[config.mk]
export PLATFORM = sky130hd
export DESIGN_NAME = mem_stage_flat
export DESIGN_NICKNAME = d
export VERILOG_FILES = /design/src/rtl/mem_stage_if.sv /design/src/rtl/mem_stage.sv /design/src/flat_wrapper.sv
export SDC_FILE = /design/constraint.sdc
export NUM_CORES = 1
export LEC_CHECK = 0
export BUFFER_PORTS_ARGS = -buffer_cell sky130_fd_sc_hd__buf_2
export CAP_MARGIN = 40
export CORE_AREA = 3 3 188 144
export CTS_CLUSTER_DIAMETER = 30
export DETAILED_ROUTE_END_ITERATION = 6
export DIE_AREA = 0 0 191 147
export GPL_TIMING_DRIVEN = 0
export PLACE_DENSITY = 0.76
export SLEW_MARGIN = 15
export SYNTH_ARGS = -nofsm -noshare
export SYNTH_HDL_FRONTEND = slang
export SYNTH_SLANG_ARGS = --single-unit
[constraint.sdc]
create_clock -name clk -period 2 [get_ports clk]
set_input_delay 0.3 -clock clk [delete_from_list [all_inputs] [get_ports clk]]
set_output_delay 0.3 -clock clk [all_outputs]
set_load 0.02 [all_outputs]
[src/rtl/mem_stage_if.sv]
// Bundle-level connection between the memory stage and its neighbours:
// the execute hand-off, writeback hand-off, data-SRAM response and decode feedback.
interface mem_stage_if #(
    parameter int unsigned EXE_BUS_W = 166,
    parameter int unsigned WB_BUS_W  = 160
);
    logic                 exe_to_mem_valid;
    logic [EXE_BUS_W-1:0] exe_to_mem_bus;
    logic                 mem_allow;
    logic                 wb_allow;
    logic                 wb_exception;
    logic                 data_sram_data_ok;
    logic [31:0]          data_sram_rdata;
    logic                 mem_to_wb_valid;
    logic [WB_BUS_W-1:0]  mem_to_wb_bus;
    logic [4:0]           mem_dest_bus;
    logic [31:0]          mem_value_bus;
    logic                 mem_load_wait;
    logic                 mem_csr_re_bus;
    logic                 mem_exception;

    // Environment side: drives execute, writeback and SRAM inputs.
    modport master (
        output exe_to_mem_valid, exe_to_mem_bus, wb_allow, wb_exception,
               data_sram_data_ok, data_sram_rdata,
        input  mem_allow, mem_to_wb_valid, mem_to_wb_bus, mem_dest_bus,
               mem_value_bus, mem_load_wait, mem_csr_re_bus, mem_exception
    );

    // Stage side.
    modport slave (
        input  exe_to_mem_valid, exe_to_mem_bus, wb_allow, wb_exception,
               data_sram_data_ok, data_sram_rdata,
        output mem_allow, mem_to_wb_valid, mem_to_wb_bus, mem_dest_bus,
               mem_value_bus, mem_load_wait, mem_csr_re_bus, mem_exception
    );
endinterface

[src/rtl/mem_stage.sv]
// Memory-access pipeline stage: waits for the data-SRAM response, aligns/extends load data,
// forwards to decode, and drops responses belonging to flushed requests.
module mem_stage #(
    parameter int unsigned EXE_BUS_W = 166,
    parameter int unsigned WB_BUS_W  = 160
) (
    input  logic         clk,
    input  logic         reset,
    mem_stage_if.slave   mif
);

    localparam int unsigned DISC_W   = 2;
    localparam int unsigned DATA_W   = 32;

    typedef struct packed {
        logic        res_from_mem;
        logic        gr_we;
        logic [4:0]  dest;
        logic [31:0] result;
        logic [31:0] pc;
        logic        ld_b;
        logic        ld_bu;
        logic        ld_h;
        logic        ld_hu;
        logic        ld_w;
        logic        csr_re;
        logic        csr_we;
        logic [31:0] csr_wmask;
        logic [31:0] csr_wvalue;
        logic [13:0] csr_num;
        logic        syscall;
        logic        ertn;
        logic        rdcntvh;
        logic        rdcntvl;
        logic        brk;
        logic        ine;
        logic        intr;
        logic        adef;
        logic        ale;
        logic        req_sent;
    } exe_bus_t;

    typedef struct packed {
        logic        res_from_mem;
        logic        gr_we;
        logic [4:0]  dest;
        logic [31:0] wdata;
        logic [31:0] pc;
        logic        csr_re;
        logic        csr_we;
        logic [31:0] csr_wmask;
        logic [31:0] csr_wvalue;
        logic [13:0] csr_num;
        logic        syscall;
        logic        ertn;
        logic        rdcntvh;
        logic        rdcntvl;
        logic        brk;
        logic        ine;
        logic        intr;
        logic        adef;
        logic        ale;
    } wb_bus_t;

    // State registers and their next values
    logic              r_mem_valid,   w_mem_valid_nxt;
    exe_bus_t          r_bus,         w_bus_nxt;
    logic [DATA_W-1:0] r_data_buf,    w_data_buf_nxt;
    logic              r_data_buf_v,  w_data_buf_v_nxt;
    logic [DISC_W-1:0] r_discard_cnt, w_discard_nxt;

    logic [EXE_BUS_W-1:0] w_exe_raw;
    exe_bus_t             w_exe_in;
    wb_bus_t              w_wb;

    logic              w_disc_zero;
    logic              w_mem_go;
    logic              w_mem_allow;
    logic              w_latch;
    logic              w_leave;
    logic              w_buf_set;
    logic              w_disc_inc;
    logic              w_disc_dec;
    logic [DATA_W-1:0] w_ld_src;
    logic [7:0]        w_byte;
    logic [15:0]       w_half;
    logic [DATA_W-1:0] w_ld_ext;
    logic [DATA_W-1:0] w_wdata;

    assign w_exe_raw = mif.exe_to_mem_bus;
    assign w_exe_in  = exe_bus_t'(w_exe_raw);

    // Handshake: a bundle with an issued request may only leave once its own response is here.
    assign w_disc_zero = (r_discard_cnt == DISC_W'(0));
    assign w_mem_go    = ~r_bus.req_sent | r_data_buf_v | (mif.data_sram_data_ok & w_disc_zero);
    assign w_mem_allow = ~r_mem_valid | (w_mem_go & mif.wb_allow);
    assign w_latch     = mif.exe_to_mem_valid & w_mem_allow;
    assign w_leave     = r_mem_valid & w_mem_go & mif.wb_allow;

    // Hold an early response when writeback is stalled.
    assign w_buf_set = mif.data_sram_data_ok & r_mem_valid & r_bus.req_sent & ~r_data_buf_v
                     & w_disc_zero & ~(w_mem_go & mif.wb_allow) & ~mif.wb_exception;

    // Flushed-but-outstanding requests owe us one response each; those responses are dropped.
    assign w_disc_inc = mif.wb_exception & r_mem_valid & r_bus.req_sent & ~r_data_buf_v
                      & ~(mif.data_sram_data_ok & w_disc_zero);
    assign w_disc_dec = mif.data_sram_data_ok & ~w_disc_zero;

    // Load alignment and extension
    always_comb begin
        w_ld_src = r_data_buf_v ? r_data_buf : mif.data_sram_rdata;
        case (r_bus.result[1:0])
            2'd0:    w_byte = w_ld_src[7:0];
            2'd1:    w_byte = w_ld_src[15:8];
            2'd2:    w_byte = w_ld_src[23:16];
            default: w_byte = w_ld_src[31:24];
        endcase
        w_half   = r_bus.result[1] ? w_ld_src[31:16] : w_ld_src[15:0];
        w_ld_ext = '0;
        if (r_bus.ld_b) begin
            w_ld_ext = {{24{w_byte[7]}}, w_byte};
        end else if (r_bus.ld_bu) begin
            w_ld_ext = {24'd0, w_byte};
        end else if (r_bus.ld_h) begin
            w_ld_ext = {{16{w_half[15]}}, w_half};
        end else if (r_bus.ld_hu) begin
            w_ld_ext = {16'd0, w_half};
        end else if (r_bus.ld_w) begin
            w_ld_ext = w_ld_src;
        end
        w_wdata = r_bus.res_from_mem ? w_ld_ext : r_bus.result;
    end

    // Writeback bundle: load/request qualifiers stripped, result replaced by final data
    always_comb begin
        w_wb              = '0;
        w_wb.res_from_mem = r_bus.res_from_mem;
        w_wb.gr_we        = r_bus.gr_we;
        w_wb.dest         = r_bus.dest;
        w_wb.wdata        = w_wdata;
        w_wb.pc           = r_bus.pc;
        w_wb.csr_re       = r_bus.csr_re;
        w_wb.csr_we       = r_bus.csr_we;
        w_wb.csr_wmask    = r_bus.csr_wmask;
        w_wb.csr_wvalue   = r_bus.csr_wvalue;
        w_wb.csr_num      = r_bus.csr_num;
        w_wb.syscall      = r_bus.syscall;
        w_wb.ertn         = r_bus.ertn;
        w_wb.rdcntvh      = r_bus.rdcntvh;
        w_wb.rdcntvl      = r_bus.rdcntvl;
        w_wb.brk          = r_bus.brk;
        w_wb.ine          = r_bus.ine;
        w_wb.intr         = r_bus.intr;
        w_wb.adef         = r_bus.adef;
        w_wb.ale          = r_bus.ale;
    end

    // Next-state logic
    always_comb begin
        w_mem_valid_nxt  = r_mem_valid;
        w_bus_nxt        = r_bus;
        w_data_buf_nxt   = r_data_buf;
        w_data_buf_v_nxt = r_data_buf_v;
        w_discard_nxt    = r_discard_cnt;

        if (mif.wb_exception) begin
            w_mem_valid_nxt = 1'b0;
        end else if (w_mem_allow) begin
            w_mem_valid_nxt = mif.exe_to_mem_valid;
        end

        if (w_latch) begin
            w_bus_nxt = w_exe_in;
        end

        if (w_latch | w_leave | mif.wb_exception) begin
            w_data_buf_v_nxt = 1'b0;
        end else if (w_buf_set) begin
            w_data_buf_v_nxt = 1'b1;
        end

        if (w_buf_set) begin
            w_data_buf_nxt = mif.data_sram_rdata;
        end

        if (w_disc_inc & ~w_disc_dec) begin
            if (r_discard_cnt != DISC_W'(3)) begin
                w_discard_nxt = r_discard_cnt + DISC_W'(1);
            end
        end else if (~w_disc_inc & w_disc_dec) begin
            w_discard_nxt = r_discard_cnt - DISC_W'(1);
        end
    end

    // SRAM resets alongside us, so nothing is left to discard after reset.
    always_ff @(posedge clk) begin
        if (reset) begin
            r_mem_valid   <= 1'b0;
            r_bus         <= '0;
            r_data_buf    <= '0;
            r_data_buf_v  <= 1'b0;
            r_discard_cnt <= '0;
        end else begin
            r_mem_valid   <= w_mem_valid_nxt;
            r_bus         <= w_bus_nxt;
            r_data_buf    <= w_data_buf_nxt;
            r_data_buf_v  <= w_data_buf_v_nxt;
            r_discard_cnt <= w_discard_nxt;
        end
    end

    assign mif.mem_allow       = w_mem_allow;
    assign mif.mem_to_wb_valid = r_mem_valid & w_mem_go;
    assign mif.mem_to_wb_bus   = WB_BUS_W'(w_wb);
    assign mif.mem_dest_bus    = (r_mem_valid & r_bus.gr_we) ? r_bus.dest : 5'd0;
    assign mif.mem_value_bus   = w_wdata;
    assign mif.mem_load_wait   = r_mem_valid & r_bus.res_from_mem & ~w_mem_go;
    assign mif.mem_csr_re_bus  = r_mem_valid & r_bus.csr_re;
    assign mif.mem_exception   = r_mem_valid & (r_bus.syscall | r_bus.ertn | r_bus.brk | r_bus.ine
                                              | r_bus.intr | r_bus.adef | r_bus.ale);

endmodule

[src/flat_wrapper.sv]
// flat-port wrapper written by rule: the top's interface ports become plain ports
module mem_stage_flat 
#(
    parameter int unsigned EXE_BUS_W = 166,
    parameter int unsigned WB_BUS_W  = 160
)
  (clk, reset, mif_exe_to_mem_valid, mif_exe_to_mem_bus, mif_wb_allow, mif_wb_exception, mif_data_sram_data_ok, mif_data_sram_rdata, mif_mem_allow, mif_mem_to_wb_valid, mif_mem_to_wb_bus, mif_mem_dest_bus, mif_mem_value_bus, mif_mem_load_wait, mif_mem_csr_re_bus, mif_mem_exception);
  mem_stage_if #(.EXE_BUS_W(EXE_BUS_W), .WB_BUS_W(WB_BUS_W)) mif_i ();
  input  logic clk;
  input  logic reset;
  input wire logic [$bits(mif_i.exe_to_mem_valid)-1:0] mif_exe_to_mem_valid;
  input wire logic [$bits(mif_i.exe_to_mem_bus)-1:0] mif_exe_to_mem_bus;
  input wire logic [$bits(mif_i.wb_allow)-1:0] mif_wb_allow;
  input wire logic [$bits(mif_i.wb_exception)-1:0] mif_wb_exception;
  input wire logic [$bits(mif_i.data_sram_data_ok)-1:0] mif_data_sram_data_ok;
  input wire logic [$bits(mif_i.data_sram_rdata)-1:0] mif_data_sram_rdata;
  output wire logic [$bits(mif_i.mem_allow)-1:0] mif_mem_allow;
  output wire logic [$bits(mif_i.mem_to_wb_valid)-1:0] mif_mem_to_wb_valid;
  output wire logic [$bits(mif_i.mem_to_wb_bus)-1:0] mif_mem_to_wb_bus;
  output wire logic [$bits(mif_i.mem_dest_bus)-1:0] mif_mem_dest_bus;
  output wire logic [$bits(mif_i.mem_value_bus)-1:0] mif_mem_value_bus;
  output wire logic [$bits(mif_i.mem_load_wait)-1:0] mif_mem_load_wait;
  output wire logic [$bits(mif_i.mem_csr_re_bus)-1:0] mif_mem_csr_re_bus;
  output wire logic [$bits(mif_i.mem_exception)-1:0] mif_mem_exception;
  assign mif_i.exe_to_mem_valid = mif_exe_to_mem_valid;
  assign mif_i.exe_to_mem_bus = mif_exe_to_mem_bus;
  assign mif_i.wb_allow = mif_wb_allow;
  assign mif_i.wb_exception = mif_wb_exception;
  assign mif_i.data_sram_data_ok = mif_data_sram_data_ok;
  assign mif_i.data_sram_rdata = mif_data_sram_rdata;
  assign mif_mem_allow = mif_i.mem_allow;
  assign mif_mem_to_wb_valid = mif_i.mem_to_wb_valid;
  assign mif_mem_to_wb_bus = mif_i.mem_to_wb_bus;
  assign mif_mem_dest_bus = mif_i.mem_dest_bus;
  assign mif_mem_value_bus = mif_i.mem_value_bus;
  assign mif_mem_load_wait = mif_i.mem_load_wait;
  assign mif_mem_csr_re_bus = mif_i.mem_csr_re_bus;
  assign mif_mem_exception = mif_i.mem_exception;
  mem_stage #(.EXE_BUS_W(EXE_BUS_W), .WB_BUS_W(WB_BUS_W)) u_core (.clk(clk), .reset(reset), .mif(mif_i));
endmodule
==> impl_metrics.toml, run 1 <==
[placement]
gp_congestion = 0.932
dp_cells = 2012
pre_cts_ws_ns = -0.597
hpwl_um = 29500
place_area_mm2 = 0.0146
port-buffer-count = 404

[detailed_routing]
detail-route-antenna-nets = 0
drc_errors = 0
wl_per_cell_um = 19.3
num_vias = 10700
dr.pass1.iters = 5
vias_per_cell = 5.02
routed_wirelength_um = 41200
drt_iter0_drc = 754

[clock_tree]
cts-htree-levels = 2
path_clk_slew_ns = 0.05
numCtsBuffers = 41
cts_tree = "done"
clock_latency_ns = 0.52
cts.sinks = 202
cts_hold_buffers = 0
cts-root-buf = "clkbuf_16"
clockBufferDepth = 3

[cells_and_area]
final-seq-area_mm2 = 0.00406
fillers = 1948
multi_input_area_mm2 = 0.00650
stdcell_area_mm2 = 0.0176
layout-drive-gt1-share = 0.472
post-route-util = 0.700
layout.nets = 1966
final_cells = 2137
areaGrowthSynthToFinish_pct = 51.9

[synth]
async_reset_ff_frac = 0
syn_inst = 1269
yosysTopAreaCell = "dfxtp_1"
synth_area_leaders = "dfxtp_1 35%, nand2b_1 18%, mux2i_1 15%"
yosysMostFrequentCell = "nand2b_1"
avgSynthCellArea_um2 = 9.11
yosysUniqueCellTypes = 49
ys_seq_elements = 202
synth_ff_type = "dfxtp_1"
ys.warnings.count = 0
syn_area_mm2 = 0.0116
yosysSeqAreaShare = 0.350
netlist_top_cells_count = "339 x nand2b_1, 202 x dfxtp_1, 172 x mux2i_1"
synth_top_area_share = 0.350
synth_nets = 1473
synth_edf_count = 0

[critical_path]
worstSetupPathType = "reg -> out"
worstPathArrival_ns = 2.66
critPathMaxFanout = 7
cp.buffers_inverters = 4
crit_family = "multiplexers"
cpPeakStageDelay_ns = 0.52
cp_data_required_time_ns = 1.70
critPathLaunchType = "flop"
slowest_stage = "mux4_2"
end_kind = "output pin"
crit_chain = "mux2_4, mux4_2, nand3_4, buf_12, buf_12, o221ai_4, buf_6, buf_6"

[sta]
holdWs_ns = 0.0308
slew_viol_final = 0
finalSetupViolCount = 66
worst_pin_slew_ns = 0.834
max_freq_mhz = 338
tns_ns = -52.37
setup_ws_ns = -0.955
max_slew_margin = 0.444
rsz0062_at_grt = "yes"
hold_viol_final = 0
skew_ns = 0.0143
final.period_utilization = 1.48
fin_crit_ns = 2.96

[power_and_ir_drop]
vdd_ir_drop_max_mv = 0.605
leakagePower_nw = 8.17
power_mw = 14.8
powerDensity_mw_per_mm2 = 841

[die]
die_width_um = 191
core_mm2 = 0.0251
dieArea_mm2 = 0.0281
num_io_pins = 406
rows = 50
die_h_um = 147
initial_core_util = 0.461

[global_route]
grt_pass1_vias = 10700
grt_first_pass_wirelength_um = 59600
grt_max_degree = 12
track_usage = 0.269
grt_overflow = 0
antenna_found_initial = 9

[outcome]
status = "finished with violations"
violations = "negative setup slack"

[worst_hold_path]
hold_path.class = "in -> reg"

[run]
maxCapViolCount = 0
-- layer usage --
| layer | GRT usage | part of all wire | vias up |
|---|---|---|---|
| met4 | 0.0931 | 0.031 | 12 |
| li1 | - | - | 5079 |
| met2 | 0.432 | 0.46 | 509 |
| met5 | 0 | 0.0014 | - |
| met1 | 0.344 | 0.41 | 5033 |
| met3 | 0.0833 | 0.094 | 105 |
-- power by group --
group	internal [mW]	total (mW)	switching, mW
Clock	4.96	7.37	2.42
Combinational	1.50	2.99	1.49
Sequential	4.26	4.41	0.150
Total	10.7	14.8	4.06
-- final timing paths --
check | from | endpoint | slack, ns | cells past startpoint
worst min-delay path | mif_data_sram_rdata[1] | u_core.r_data_buf[1] | 0.03 | 3
worst max register to register | u_core.r_data_buf_v | u_core.r_bus[138] | 0.06 | 10
worst max-delay path | u_core.r_data_buf_v | mif_mem_value_bus[12] | -0.96 | 8
worst min register to register | u_core.r_data_buf[5] | u_core.r_data_buf[5] | 0.45 | 2
-- cell usage in the layout (no fill, tap or decap), types with 5 or more instances in the layout --
cell type / n
clkinvlp_4: 5
a31oi_4: 5
o21ai_0: 5
nor2b_1: 6
o221ai_4: 15
a22oi_1: 5
nand2b_1: 338
mux2i_1: 168
inv_1: 19
and3_1: 7
a21oi_2: 6
buf_12: 19
diode_2: 5
clkbuf_1: 49
bufinv_16: 8
clkbuf_16: 46
buf_6: 109
clkinv_4: 7
dfxtp_1: 194
nor2_1: 13
mux2_2: 13
clkbuf_8: 5
dfxtp_2: 6
a21oi_1: 47
mux4_2: 11
mux2_4: 13
nand2_1: 68
buf_2: 346
buf_4: 157
-- flip-flops by register name (all words and copies together) (netlist names) --
name,count
u_core.r_data_buf,32
u_core.mif.mem_to_wb_bus,128
u_core.r_data_buf_v,1
u_core.r_bus,38
u_core.r_mem_valid,1
u_core.r_discard_cnt,2
-- repair_timing --
item | CTS | global route
setup buffers | 10 | 29
endpoints found under the setup margin | 74 | 138
gates cloned | 3 | 6
gates resized for setup | 144 | 134
pin swaps | 8 | 16
-- tightest hold or removal path: stages --
cell and delay, ns:
buf_2 0.10, nand2_1 0.05, a21oi_1 0.05
-- area by class of cell --
class	instances	share of cell area
diodes	5	0.000713
plain buffers	246	0.114
clock buffers	47	0.0614
clock inverters	28	0.0233
inverters	20	0.00428
multi-input cells	799	0.370
flip-flops and latches	202	0.231
well taps	338	0.0241
repair buffers	452	0.171
-- cells by family (layout without fill, tap and decap cells) --
kind of cell    after synthesis  count (layout)  synth area share
compound gates              116             116            0.0642
flops                       202             202             0.350
simple gates                474             474             0.237
other cells                   0               5                 0
mux                         209             209             0.196
buf+inv                     268             793             0.153
(Power assumes the default switching activity.)
==> run 2, diff against run 1 <==
PLACE_DENSITY = unset   (was 0.76)
PLACE_DENSITY_LB_ADDON = 0.25   (was unset)
==> run 2 against run 1 <==
  * The run still ends with negative setup slack left
  * Global-route usage down 0.67 points
  * Critical path depth unchanged
  * Total power up 2.6%
  * Sequential share of layout area up 0.18 points
  * Utilization down 0.70 points
  * Worst setup slack better by 0.089 ns
  * Critical path type unchanged
  * Largest cell class unchanged
  * Highest routed layer unchanged
==> impl_metrics.toml, run 2 (synthesized netlist as in run 1, its figures left out) <==
[sta]
final.period_utilization = 1.43
max_slew_margin = 0.510
hold_viol_final = 0
setup_ws_ns = -0.867
tns_ns = -48.50
max_freq_mhz = 349
finalSetupViolCount = 69
skew_ns = 0.00932
fin_crit_ns = 2.87
worst_pin_slew_ns = 0.735
rsz0062_at_grt = "yes"
holdWs_ns = 0.0449
slew_viol_final = 0

[clock_tree]
path_clk_slew_ns = 0.05
cts_tree = "done"
cts-htree-levels = 2
clock_latency_ns = 0.51
numCtsBuffers = 45
clockBufferDepth = 3
cts-root-buf = "clkbuf_16"
cts.sinks = 202
cts_hold_buffers = 0

[global_route]
use_met3 = 0.0854
grt_first_pass_wirelength_um = 58900
grt_overflow = 0
grt_max_degree = 12
track_usage = 0.263
grt_pass1_vias = 10700
grt_use_met1 = 0.330
busiest_layer = "met2"
antenna_found_initial = 6
grt_util_met2 = 0.438

[placement]
gp_congestion = 0.958
dp_cells = 2012
place_area_mm2 = 0.0146
hpwl_um = 28700
port-buffer-count = 404

[worst_hold_path]
hold_path.class = "in -> reg"
hold_end = "u_core.r_bus[135]"
min_from = "mif_exe_to_mem_bus[135]"
hold_depth = 3

[detailed_routing]
detail-route-antenna-nets = 0
drt_iter0_drc = 509
num_vias = 10500
routed_wirelength_um = 39200
wl_per_cell_um = 18.4
dr.pass1.iters = 7
vias_per_cell = 4.91
drc_errors = 0

[critical_path]
rr_endpoint = "u_core.r_bus[94]"
critPathMaxFanout = 10
ff2ff_setup_slack_ns = 0
reg2reg_depth = 10
end_kind = "output pin"
worstSetupPathType = "reg -> out"
worstPathArrival_ns = 2.57
critPathLaunchType = "flop"
reg2reg_from = "u_core.r_data_buf_v"
cp_data_required_time_ns = 1.70

[cells_and_area]
multi_input_area_mm2 = 0.00648
stdcell_area_mm2 = 0.0174
layout_commonest_cell = "buf_2"
layout-drive-gt1-share = 0.469
areaGrowthSynthToFinish_pct = 50.4
final-seq-area_mm2 = 0.00405
post-route-util = 0.693
layout.nets = 1959
fillers = 1983
final_cells = 2130
final_cell_mix = "364 x buf_2, 338 x nand2b_1, 198 x dfxtp_1"
largest_reg_flops = 128

[die]
rows = 50
die_width_um = 191
initial_core_util = 0.461
num_io_pins = 406
core_mm2 = 0.0251
dieArea_mm2 = 0.0281
die_h_um = 147

[outcome]
status = "finished with violations"
violations = "negative setup slack"

[power_and_ir_drop]
vdd_ir_drop_max_mv = 0.572
leakagePower_nw = 8.11
powerDensity_mw_per_mm2 = 871

[run]
maxCapViolCount = 0
==> run 2: power by group <==
group	leakage, nW	internal (mW)	switching, mW	total, mW
Sequential	1.66	4.26	0.149	4.41
Clock	0.786	5.48	2.40	7.88
Combinational	5.66	1.42	1.44	2.86
==> run 2: worst max path at each step <==
| stage | depth (start not counted) | slack [ns] | end | start |
|---|---|---|---|---|
| floorplan | 7 | -0.20 | mif_mem_value_bus[16] | u_core.r_data_buf_v |
| global route | 8 | -0.93 | mif_mem_value_bus[19] | u_core.r_data_buf_v |
| detailed placement | 10 | -0.55 | mif_mem_value_bus[2] | u_core.r_data_buf_v |
| finish | 8 | -0.87 | mif_mem_value_bus[23] | u_core.r_data_buf_v |
| global placement | 7 | -0.56 | mif_mem_value_bus[30] | u_core.r_bus[128] |
| CTS | 8 | -0.88 | mif_mem_value_bus[23] | u_core.r_data_buf_v |
==> run 2: what timing repair did <==
action,CTS,global route
resized for setup,116,74
pin swaps,16,9
cloned,1,6
buffers inserted,19,9
endpoints found under the setup margin,79,119
==> run 2: final cells by class <==
type | instances | area share
Sequential cell | 202 | 0.233
Clock buffer | 54 | 0.0696
Timing Repair Buffer | 440 | 0.158
Clock inverter | 28 | 0.0235
Tap cell | 338 | 0.0243
Buffer | 247 | 0.115
Multi-Input combinational cell | 799 | 0.373
Inverter | 20 | 0.00432
Antenna cell | 2 | 0.000288
==> run 2: layer usage <==
metal  wire length, µm  share of wire
met5                56         0.0014
met4               721          0.018
met3              3650          0.093
met2             18300           0.47
met1             16500           0.42
==> run 2: critical path, cell delays in order (launching register included) <==
cell and delay (ns):
dfxtp_2 0.34, buf_8 0.14, mux2_4 0.32, mux4_2 0.52
nand3_4 0.15, buf_12 0.18, o221ai_4 0.13, buf_6 0.14
buf_6 0.12
==> run 2: stage by stage <==
stage,setup WS [ns],total power [mW]
after detailed placement,-0.553,7.01
final,-0.867,15.1
after floorplan,-0.198,6.19
after CTS,-0.880,15.1
after global routing,-0.929,15.7
after global placement,-0.555,6.98
